**src/rtl/dmem_dump_reader_if.sv**
```systemverilog
// ============================================================================
// Module      : dmem_dump_reader_if
// Description : Bus bundle for the data-memory dump reader. Carries the
//               synchronous read port towards the data memory and the
//               valid/ready word stream towards the consumer.
// Revision    : 1.0  initial release
// ============================================================================
`default_nettype none

interface dmem_dump_reader_if #(
   parameter int DATA_WIDTH = 32,
   parameter int ADDR_WIDTH = 7
);
   // Data-memory read port (the memory returns data one cycle after the strobe)
   logic                  memReadEnable;
   logic [ADDR_WIDTH-1:0] memAddress;
   logic [DATA_WIDTH-1:0] memData;

   // Streamed word towards the consumer
   logic [DATA_WIDTH-1:0] outData;
   logic [ADDR_WIDTH-1:0] outAddress;
   logic                  outValid;
   logic                  outReady;

   // Reader side: drives the read strobe/address and the outgoing stream
   modport master (
      output memReadEnable,
      output memAddress,
      input  memData,
      output outData,
      output outAddress,
      output outValid,
      input  outReady
   );

   // Memory/consumer side: returns read data and accepts the stream
   modport slave (
      input  memReadEnable,
      input  memAddress,
      output memData,
      input  outData,
      input  outAddress,
      input  outValid,
      output outReady
   );
endinterface

`default_nettype wire

```
**src/rtl/dmem_dump_reader.sv**
```systemverilog
// ============================================================================
// Module      : dmem_dump_reader
// Description : Readback engine for the 128-word data memory. On a start
//               pulse it reads a contiguous (wrapping) run of words through
//               the synchronous read port and streams each word with its
//               address over a valid/ready handshake. One word every three
//               cycles when the consumer is always ready.
// Options     : DMEM_DUMP_CHECKSUM_EN - adds an XOR checksum output of all
//               words streamed in the current dump.
// Revision    : 1.0  initial release
// ============================================================================
`default_nettype none

module dmem_dump_reader #(
   parameter int DATA_WIDTH = 32,
   parameter int ADDR_WIDTH = 7
) (
   input  wire logic                  clk,
   input  wire logic                  reset,
   input  wire logic                  start,
   input  wire logic [ADDR_WIDTH-1:0] startAddress,
   input  wire logic [ADDR_WIDTH:0]   wordCount,
   output logic                       busy,
   output logic                       done,
   dmem_dump_reader_if.master         bus
`ifdef DMEM_DUMP_CHECKSUM_EN
   ,
   output logic [DATA_WIDTH-1:0]      checksum
`endif
);

   typedef enum logic [2:0] {
      S_IDLE    = 3'd0,
      S_ISSUE   = 3'd1,
      S_CAPTURE = 3'd2,
      S_HOLD    = 3'd3,
      S_DONE    = 3'd4
   } state_t;

   state_t                state;
   logic [ADDR_WIDTH-1:0] cur_addr;     // address of the word in flight
   logic [ADDR_WIDTH:0]   remaining;    // words still to be handed over

   logic                  handshake;
   logic                  last_word;
   logic [ADDR_WIDTH-1:0] next_addr;

   // Handshake detection and next-address arithmetic (wraps naturally at 2**ADDR_WIDTH)
   always_comb begin
      handshake = bus.outValid & bus.outReady;
      last_word = (remaining == {{ADDR_WIDTH{1'b0}}, 1'b1});
      next_addr = cur_addr + 1'b1;
   end

   // Dump sequencer: every output is registered and updated on state entry
   always_ff @(posedge clk or posedge reset) begin
      if (reset) begin
         state             <= S_IDLE;
         busy              <= 1'b0;
         done              <= 1'b0;
         cur_addr          <= '0;
         remaining         <= '0;
         bus.memReadEnable <= 1'b0;
         bus.memAddress    <= '0;
         bus.outData       <= '0;
         bus.outAddress    <= '0;
         bus.outValid      <= 1'b0;
`ifdef DMEM_DUMP_CHECKSUM_EN
         checksum          <= '0;
`endif
      end else begin
         // done is a single-cycle pulse raised only on entry to S_DONE
         done <= 1'b0;

         case (state)
            S_IDLE: begin
               if (start) begin
                  cur_addr  <= startAddress;
                  remaining <= wordCount;
                  busy      <= 1'b1;
`ifdef DMEM_DUMP_CHECKSUM_EN
                  checksum  <= '0;
`endif
                  if (wordCount == '0) begin
                     // Empty dump: straight to the done cycle, no memory access
                     state <= S_DONE;
                     done  <= 1'b1;
                  end else begin
                     state             <= S_ISSUE;
                     bus.memReadEnable <= 1'b1;
                     bus.memAddress    <= startAddress;
                  end
               end
            end

            S_ISSUE: begin
               // Read strobe was presented for exactly this cycle
               bus.memReadEnable <= 1'b0;
               state             <= S_CAPTURE;
            end

            S_CAPTURE: begin
               // memData is valid now, one cycle after the strobe edge
               bus.outData    <= bus.memData;
               bus.outAddress <= cur_addr;
               bus.outValid   <= 1'b1;
               state          <= S_HOLD;
            end

            S_HOLD: begin
               // Word and address stay frozen until the consumer takes them
               if (handshake) begin
                  bus.outValid <= 1'b0;
                  remaining    <= remaining - 1'b1;
                  cur_addr     <= next_addr;
`ifdef DMEM_DUMP_CHECKSUM_EN
                  checksum     <= checksum ^ bus.outData;
`endif
                  if (last_word) begin
                     state <= S_DONE;
                     done  <= 1'b1;
                  end else begin
                     state             <= S_ISSUE;
                     bus.memReadEnable <= 1'b1;
                     bus.memAddress    <= next_addr;
                  end
               end
            end

            S_DONE: begin
               busy  <= 1'b0;
               state <= S_IDLE;
            end

            default: begin
               state             <= S_IDLE;
               busy              <= 1'b0;
               bus.memReadEnable <= 1'b0;
               bus.outValid      <= 1'b0;
            end
         endcase
      end
   end

endmodule

`default_nettype wire
```
**src/flat_wrapper.sv**
```systemverilog
// flat-port wrapper written by rule: the top's interface ports become plain ports
module dmem_dump_reader_flat 
#(
   parameter int DATA_WIDTH = 32,
   parameter int ADDR_WIDTH = 7
)
  (clk, reset, start, startAddress, wordCount, busy, done, bus_memReadEnable, bus_memAddress, bus_memData, bus_outData, bus_outAddress, bus_outValid, bus_outReady);
  dmem_dump_reader_if #(.DATA_WIDTH(DATA_WIDTH), .ADDR_WIDTH(ADDR_WIDTH)) bus_i ();
  input  wire logic clk;
  input  wire logic reset;
  input  wire logic start;
  input  wire logic [ADDR_WIDTH-1:0] startAddress;
  input  wire logic [ADDR_WIDTH:0] wordCount;
  output logic busy;
  output logic done;
  output wire logic [$bits(bus_i.memReadEnable)-1:0] bus_memReadEnable;
  output wire logic [$bits(bus_i.memAddress)-1:0] bus_memAddress;
  input wire logic [$bits(bus_i.memData)-1:0] bus_memData;
  output wire logic [$bits(bus_i.outData)-1:0] bus_outData;
  output wire logic [$bits(bus_i.outAddress)-1:0] bus_outAddress;
  output wire logic [$bits(bus_i.outValid)-1:0] bus_outValid;
  input wire logic [$bits(bus_i.outReady)-1:0] bus_outReady;
  assign bus_memReadEnable = bus_i.memReadEnable;
  assign bus_memAddress = bus_i.memAddress;
  assign bus_i.memData = bus_memData;
  assign bus_outData = bus_i.outData;
  assign bus_outAddress = bus_i.outAddress;
  assign bus_outValid = bus_i.outValid;
  assign bus_i.outReady = bus_outReady;
  dmem_dump_reader #(.DATA_WIDTH(DATA_WIDTH), .ADDR_WIDTH(ADDR_WIDTH)) u_core (.clk(clk), .reset(reset), .start(start), .startAddress(startAddress), .wordCount(wordCount), .busy(busy), .done(done), .bus(bus_i));
endmodule
```
**config.mk**
```make
export PLATFORM = sky130hd
export DESIGN_NAME = dmem_dump_reader_flat
export DESIGN_NICKNAME = d
export VERILOG_FILES = /design/src/rtl/dmem_dump_reader_if.sv /design/src/rtl/dmem_dump_reader.sv /design/src/flat_wrapper.sv
export SDC_FILE = /design/constraint.sdc
export NUM_CORES = 1
export LEC_CHECK = 0
export BUFFER_PORTS_ARGS = -buffer_cell sky130_fd_sc_hd__buf_2
export CORE_ASPECT_RATIO = 0.7
export CORE_MARGIN = 2
export CORE_UTILIZATION = 47
export DETAILED_ROUTE_END_ITERATION = 10
export HOLD_SLACK_MARGIN = 0.02
export PLACE_DENSITY = 0.81
export SLEW_MARGIN = 5
export SYNTH_ARGS = -nofsm -noshare
export SYNTH_HDL_FRONTEND = slang
export SYNTH_SLANG_ARGS = --single-unit
export TNS_END_PERCENT = 30
```
**constraint.sdc**
```tcl
create_clock -name clk -period 2.52 [get_ports clk]
set_input_delay 0.504 -clock clk [delete_from_list [all_inputs] [get_ports clk]]
set_output_delay 0.504 -clock clk [all_outputs]
set_load 0.05 [all_outputs]
```
== Yosys cells after proc, flatten, opt, wreduce, memory -nomap -nowiden ==
Index checks and enable logic that the tools add are counted.

* Register bits: 68
* Logic and storage cells: 67
* Input port bits: 51
* Output and inout port bits: 50

* Reduce and logical (&&, ||, !) cells: 12
* Muxes and demuxes: 30
* Equal/unequal tests: 9
* $add $sub $neg: 2
* Bitwise operators: 4

{| class="wikitable"
|+ Operators by type and width
! kind !! number
|-
| $mux 7 || 6
|-
| $pmux 7 s2 || 2
|-
| $mux 8 || 2
|-
| $pmux 8 s2 || 1
|-
| $mux 3 || 4
|-
| $pmux 3 s4 || 1
|-
| $mux 1 || 10
|-
| $reduce_and 5->1 || 2
|-
| $eq 8x1->1 const B || 1
|-
| $logic_not 8->1 || 1
|-
| $sub 8x1->8 const B || 1
|-
| $add 7x1->7 const B || 1
|-
| $eq 3x2->1 const B || 2
|-
| $ne 2x2->1 const B || 3
|-
| $pmux 1 s3 || 2
|-
| $reduce_and 2->1 || 3
|-
| $reduce_or 3->1 || 2
|-
| $pmux 1 s2 || 2
|-
| $eq 3x1->1 const B || 1
|-
| $eq 3x3->1 const B || 1
|-
| $logic_not 3->1 || 1
|-
| $not 1->1 || 3
|-
| $reduce_and 3->1 || 1
|-
| $ne 2x1->1 const B || 1
|-
| 3 further kinds || 3
|}

== Longest topological paths before layout ==
* Word-level depth: 4
* Depth in mapped cells: 7
* Mapped depth without buffers: 6

== Worst setup path after synthesis ==
OpenSTA, ideal clock, no wires.

* Kind: flip-flop to flip-flop
* Start point: reg u_core.bus.outValid
* End point: reg u_core.bus.memAddress[0]
* Clock period less this slack: 1.788 ns
* Data required time: 2.395 ns
* Path slack: 0.732 ns
* Path buffers: 0
* Setup time: 0.125 ns
* Data arrival time: 1.663 ns
* Stages on the path, launching flop included: 5
* Cells stage by stage: dfrtp_1 -> nand4_1 -> a21oi_4 -> nand3_4 -> mux2_4

* Longest elaborated chain between the ends: 3

{| class="wikitable"
|+ RTL lines
! item !! RTL line !! RTL
|-
| start: declaration || dmem_dump_reader_if.sv:32 || <nowiki>output outValid,</nowiki>
|-
| start signal: assignment || dmem_dump_reader.sv:67 || <nowiki>bus.outValid <= 1'b0;</nowiki>
|-
| start signal: assignment || dmem_dump_reader.sv:106 || <nowiki>bus.outValid <= 1'b1;</nowiki>
|-
| start signal: assignment || dmem_dump_reader.sv:113 || <nowiki>bus.outValid <= 1'b0;</nowiki>
|-
| $and 1x1->1 || dmem_dump_reader.sv:50 || <nowiki>handshake = bus.outValid & bus.outReady;</nowiki>
|-
| $ne 2x1->1 (no source line) || - ||
|-
| $reduce_and 5->1 (no source line) || - ||
|-
| end signal: assignment || dmem_dump_reader.sv:91 || <nowiki>bus.memAddress <= startAddress;</nowiki>
|-
| end signal: assignment || dmem_dump_reader.sv:125 || <nowiki>bus.memAddress <= next_addr;</nowiki>
|-
| end: declaration || dmem_dump_reader_if.sv:28 || <nowiki>output memAddress,</nowiki>
|}

Every way passes these cells.
A chain may end at the register's enable or synchronous reset.

== Worst setup path in the final report ==
* Start point: reg u_core.state[2]
* End point: reg u_core.bus.memAddress[1]

* Longest elaborated chain between the ends: 3
* Elaborated cells on any way between the ends: 9
* Those cells by class: eq/ne: 5; mux: 1; reduce/logical: 3

{| class="wikitable"
|+ RTL lines
! item !! RTL line !! RTL
|-
| start: declaration || dmem_dump_reader.sv:40 || <nowiki>state_t state;</nowiki>
|-
| start signal: assignment || dmem_dump_reader.sv:58 || <nowiki>state <= S_IDLE;</nowiki>
|-
| start signal: assignment || dmem_dump_reader.sv:86 || <nowiki>state <= S_DONE;</nowiki>
|-
| start signal: assignment || dmem_dump_reader.sv:89 || <nowiki>state <= S_ISSUE;</nowiki>
|-
| $eq 3x2->1 / $logic_not 3->1 (equally long branches) || dmem_dump_reader.sv:75 || <nowiki>case (state)</nowiki>
|-
| $ne 2x1->1 (no source line) (tied with other cells) || - ||
|-
| $reduce_and 5->1 (no source line) || - ||
|}

Parallel ways exist; a longest one is shown, timed or not.

==> summary.txt <==
Die
  – Core Rows: 24
  – Die Y: 71.57 µm
  – Die width: around 100 µm
  – # IOs: 101
  – Initial Util: 48.84%
  – Die ar.: 7195 µm²
  – Core area: 6276 µm²

Setup path
  – Reg2Reg Launch Point: u_core.state[2]
  – Cell chain of the critical path: and3b_1 -> nand3_1 -> nand3_4 -> mux2_4
  – Reg2reg end: u_core.bus.memAddress[1]
  – Critical path buffer and inverter count: 0
  – Levels on crit path: 4
  – FF-to-FF setup slack: around 0.46 ns
  – Setup Crit Path Kind: reg -> reg
  – Crit-path leading delay family: simple AND/OR/NAND/NOR gates
  – Crit end category: flop
  – Slowest cell on crit path: and3b_1
  – Req. time, crit path: 2.74 ns
  – Crit path DAT: 2.28 ns
  – Startpoint types: flop
  – R2R depth: 4
  – Crit-path max FO: 13
  – CP max stage delay: 0.63 ns

Detailed routing
  – Antenna viol nets, final: 0
  – DR pass1 iterations: 4
  – Average wire per standard cell: around 15 µm
  – Via density per instance: 5.273
  – Drc violations: 0
  – Total Routed Length: 6544 µm
  – DRT iter0 DRCs: 206
  – Vias: approximately 2300

Timing
  – RSZ-0062 raised after global routing: no
  – Worst Skew: 0.006095 ns
  – Final Setup Violations: 0
  – Min Tclk post-route: 2.064 ns
  – Maximum clock rate: between 0.4 and 0.5 GHz
  – Worst-margin pin slew: 0.6473 ns
  – Hold Violations, Final: 0
  – Max-slew violations: 0
  – Max_slew headroom: a little under three fifths
  – Final worst slack: around 0.46 ns
  – Final setup TNS: 0 ns
  – Fin crit share: 81.90%

Logic synthesis
  – Syn_nets: 304
  – Yosys Warn Count: 0
  – Synth Cell Area: 3065 µm²
  – Top FF cell, synth: dfrtp_1
  – Number of synthesized flops with an enable pin: 0
  – Unique masters post-synth: 40
  – Mean Syn Cell Area: between 10 and 15 µm²
  – Register area share after synthesis: between 50% and 60%
  – #FFs+latches synth: 68
  – Syn Inst Count: 250
  – Synth async-reset ratio: 100.0%

Clocking
  – PostCTS Resize Cnt: 0
  – Num CTS Buffers: 9
  – Clock Tree Root: clkbuf_8
  – Htree depth: 3
  – Post-CTS Setup Bufs: 0
  – Clk slew on worst S/H paths: 0.07 ns
  – Clock tree buffer depth: 2
  – Clk sinks: 68
  – Hold buffers post-CTS: 0
  – TritonCTS clock tree: built
  – Clk Latency, worst-skew pair: 0.34 ns

Placement
  – DP Cell Count: 420
  – Placement Setup Slack: between 0.4 and 0.5 ns
  – RePlAce Congestion: 0.8221
  – DP HPWL: 4765 µm
  – PortBufs: 100
  – Dpl cell area: 3649 µm²

Final layout
  – Fin area: between 3000 and 4000 µm²
  – NumNets Final: ~400
  – N_diodes: 0
  – Post-Layout Cell Count: roughly 440
  – Layout area overhead: 25.02%
  – Fraction of final layout cells with drive strength greater than 1: 47.49%

GRT
  – First-pass GRT wire length: between 10000 and 15000 µm
  – Tot GR Track Use: 18.96%
  – Vias in the first global route: 2167
  – Initial antenna violation count: 0
  – Grt ovf: 0
  – Largest net degree at the start of global routing: 40

Worst hold path
  – Hold Crit Class: in -> async

Power
  – Max VDD drop: 0.0007323 V
  – Post-layout power: 0.005977 W
  – Pwr/cell area: roughly 1600 nW/µm²
  – Leakage: 1.830 nW

Run status
  – Result of the run: complete, no violations

Run
  – Max Cap Viol: 0
## how the worst max path moves through the flow
stage	startpoint	endpoint
2_1_floorplan	reset	u_core.bus.memAddress[0]
4_1_cts	u_core.state[2]	u_core.bus.memAddress[1]
5_1_grt	u_core.state[2]	u_core.bus.memAddress[1]
3_3_place_gp	u_core.state[2]	u_core.bus.memAddress[6]
6_report	u_core.state[2]	u_core.bus.memAddress[1]
3_5_place_dp	u_core.state[2]	u_core.bus.memAddress[0]
## stage by stage
stage / hold slack, ns / utilization (%)
floorplan: 0.4793 / -
global placement: 0.4747 / 58.13
detailed placement: 0.4895 / 58.13
CTS: 0.2707 / 61.06
global route: 0.2958 / 61.06
finish: 0.2544 / 61.06
## layer usage
metal | global-route usage, % | up-vias | part of all wire [%]
li1 | - | 1110 | -
met1 | 27.18 | 1090 | 50
met2 | 28.04 | 96 | 42
met3 | 7.707 | 3 | 7.3
met4 | 2.740 | 0 | 0.38
met5 | 0 | - | 0
## kinds of logic (layout without fill, tap and decap cells)
logic type,count (synthesis),in the layout,share of synthesized area [%]
xor gates and xnor gates,3,3,0.8573
DFF,68,68,55.51
buffers and inverters,23,131,3.388
AOI/OAI and AO/OA,46,46,9.633
and+or+nand+nor,55,55,10.04
muxes,52,52,19.35
adders and majority gates,3,3,1.225
## power breakdown
group	leakage, nW	total (W)	internal (W)	switching (W)
registers	0.811	0.00196	0.00161	0.000344
clock network	0.0931	0.000850	0.000453	0.000398
logic	0.926	0.00317	0.000997	0.00217
total	1.83	0.00598	0.00306	0.00292
## state kept, by name, indices dropped and copies added, names as in the netlist
name                      flops
u_core.bus.outAddress         7
u_core.state                  3
u_core.bus.outData           32
u_core.done                   1
u_core.remaining              8
u_core.busy                   1
u_core.bus.memAddress         7
u_core.bus.memReadEnable      1
u_core.bus.outValid           1
u_core.cur_addr               7
## area by class of cell
type	instances	area (µm²)
fill	528	2444
sequential	68	1702
multi-input combinational	159	1265
timing repair buffer	104	543.0
clock buffer	11	131.4
tap	78	97.59
clock inverter	5	52.55
inverter	11	41.29
## synth_stat cells (4+ instances only)
cell type	instances	area share, %
dfrtp_1	68	56
mux2_2	42	15
o21ai_0	19	3.1
nand2_1	14	1.7
inv_1	11	1.3
a21oi_1	9	1.5
nand3_1	9	1.5
buf_2	8	1.3
nor2_1	8	0.98
mux2i_1	6	2.0
a31oi_1	4	0.82
mux2_4	4	2.0
or3_1	4	0.82
## cells in the final DEF (no fill, tap or decap), types with 2 or more instances in the layout
cell type / netlist / routed
a21oi_1: 9 / 9
a22oi_1: 2 / 2
a31oi_1: 4 / 4
buf_2: 8 / 100
buf_4: 2 / 3
clkbuf_1: 2 / 2
clkbuf_8: 0 / 9
clkinv_2: 0 / 3
dfrtp_1: 68 / 68
ha_1: 3 / 3
inv_1: 11 / 10
mux2_2: 42 / 42
mux2_4: 4 / 4
mux2i_1: 6 / 6
nand2_1: 14 / 14
nand3_1: 9 / 9
nand4_1: 3 / 3
nor2_1: 8 / 8
nor3b_1: 3 / 3
nor4_1: 2 / 2
nor4b_1: 2 / 2
o211ai_1: 2 / 2
o21ai_0: 19 / 19
o2bb2ai_1: 3 / 3
or3_1: 4 / 4
xnor2_1: 3 / 3
Note: power is estimated with default switching activity, not from simulation.
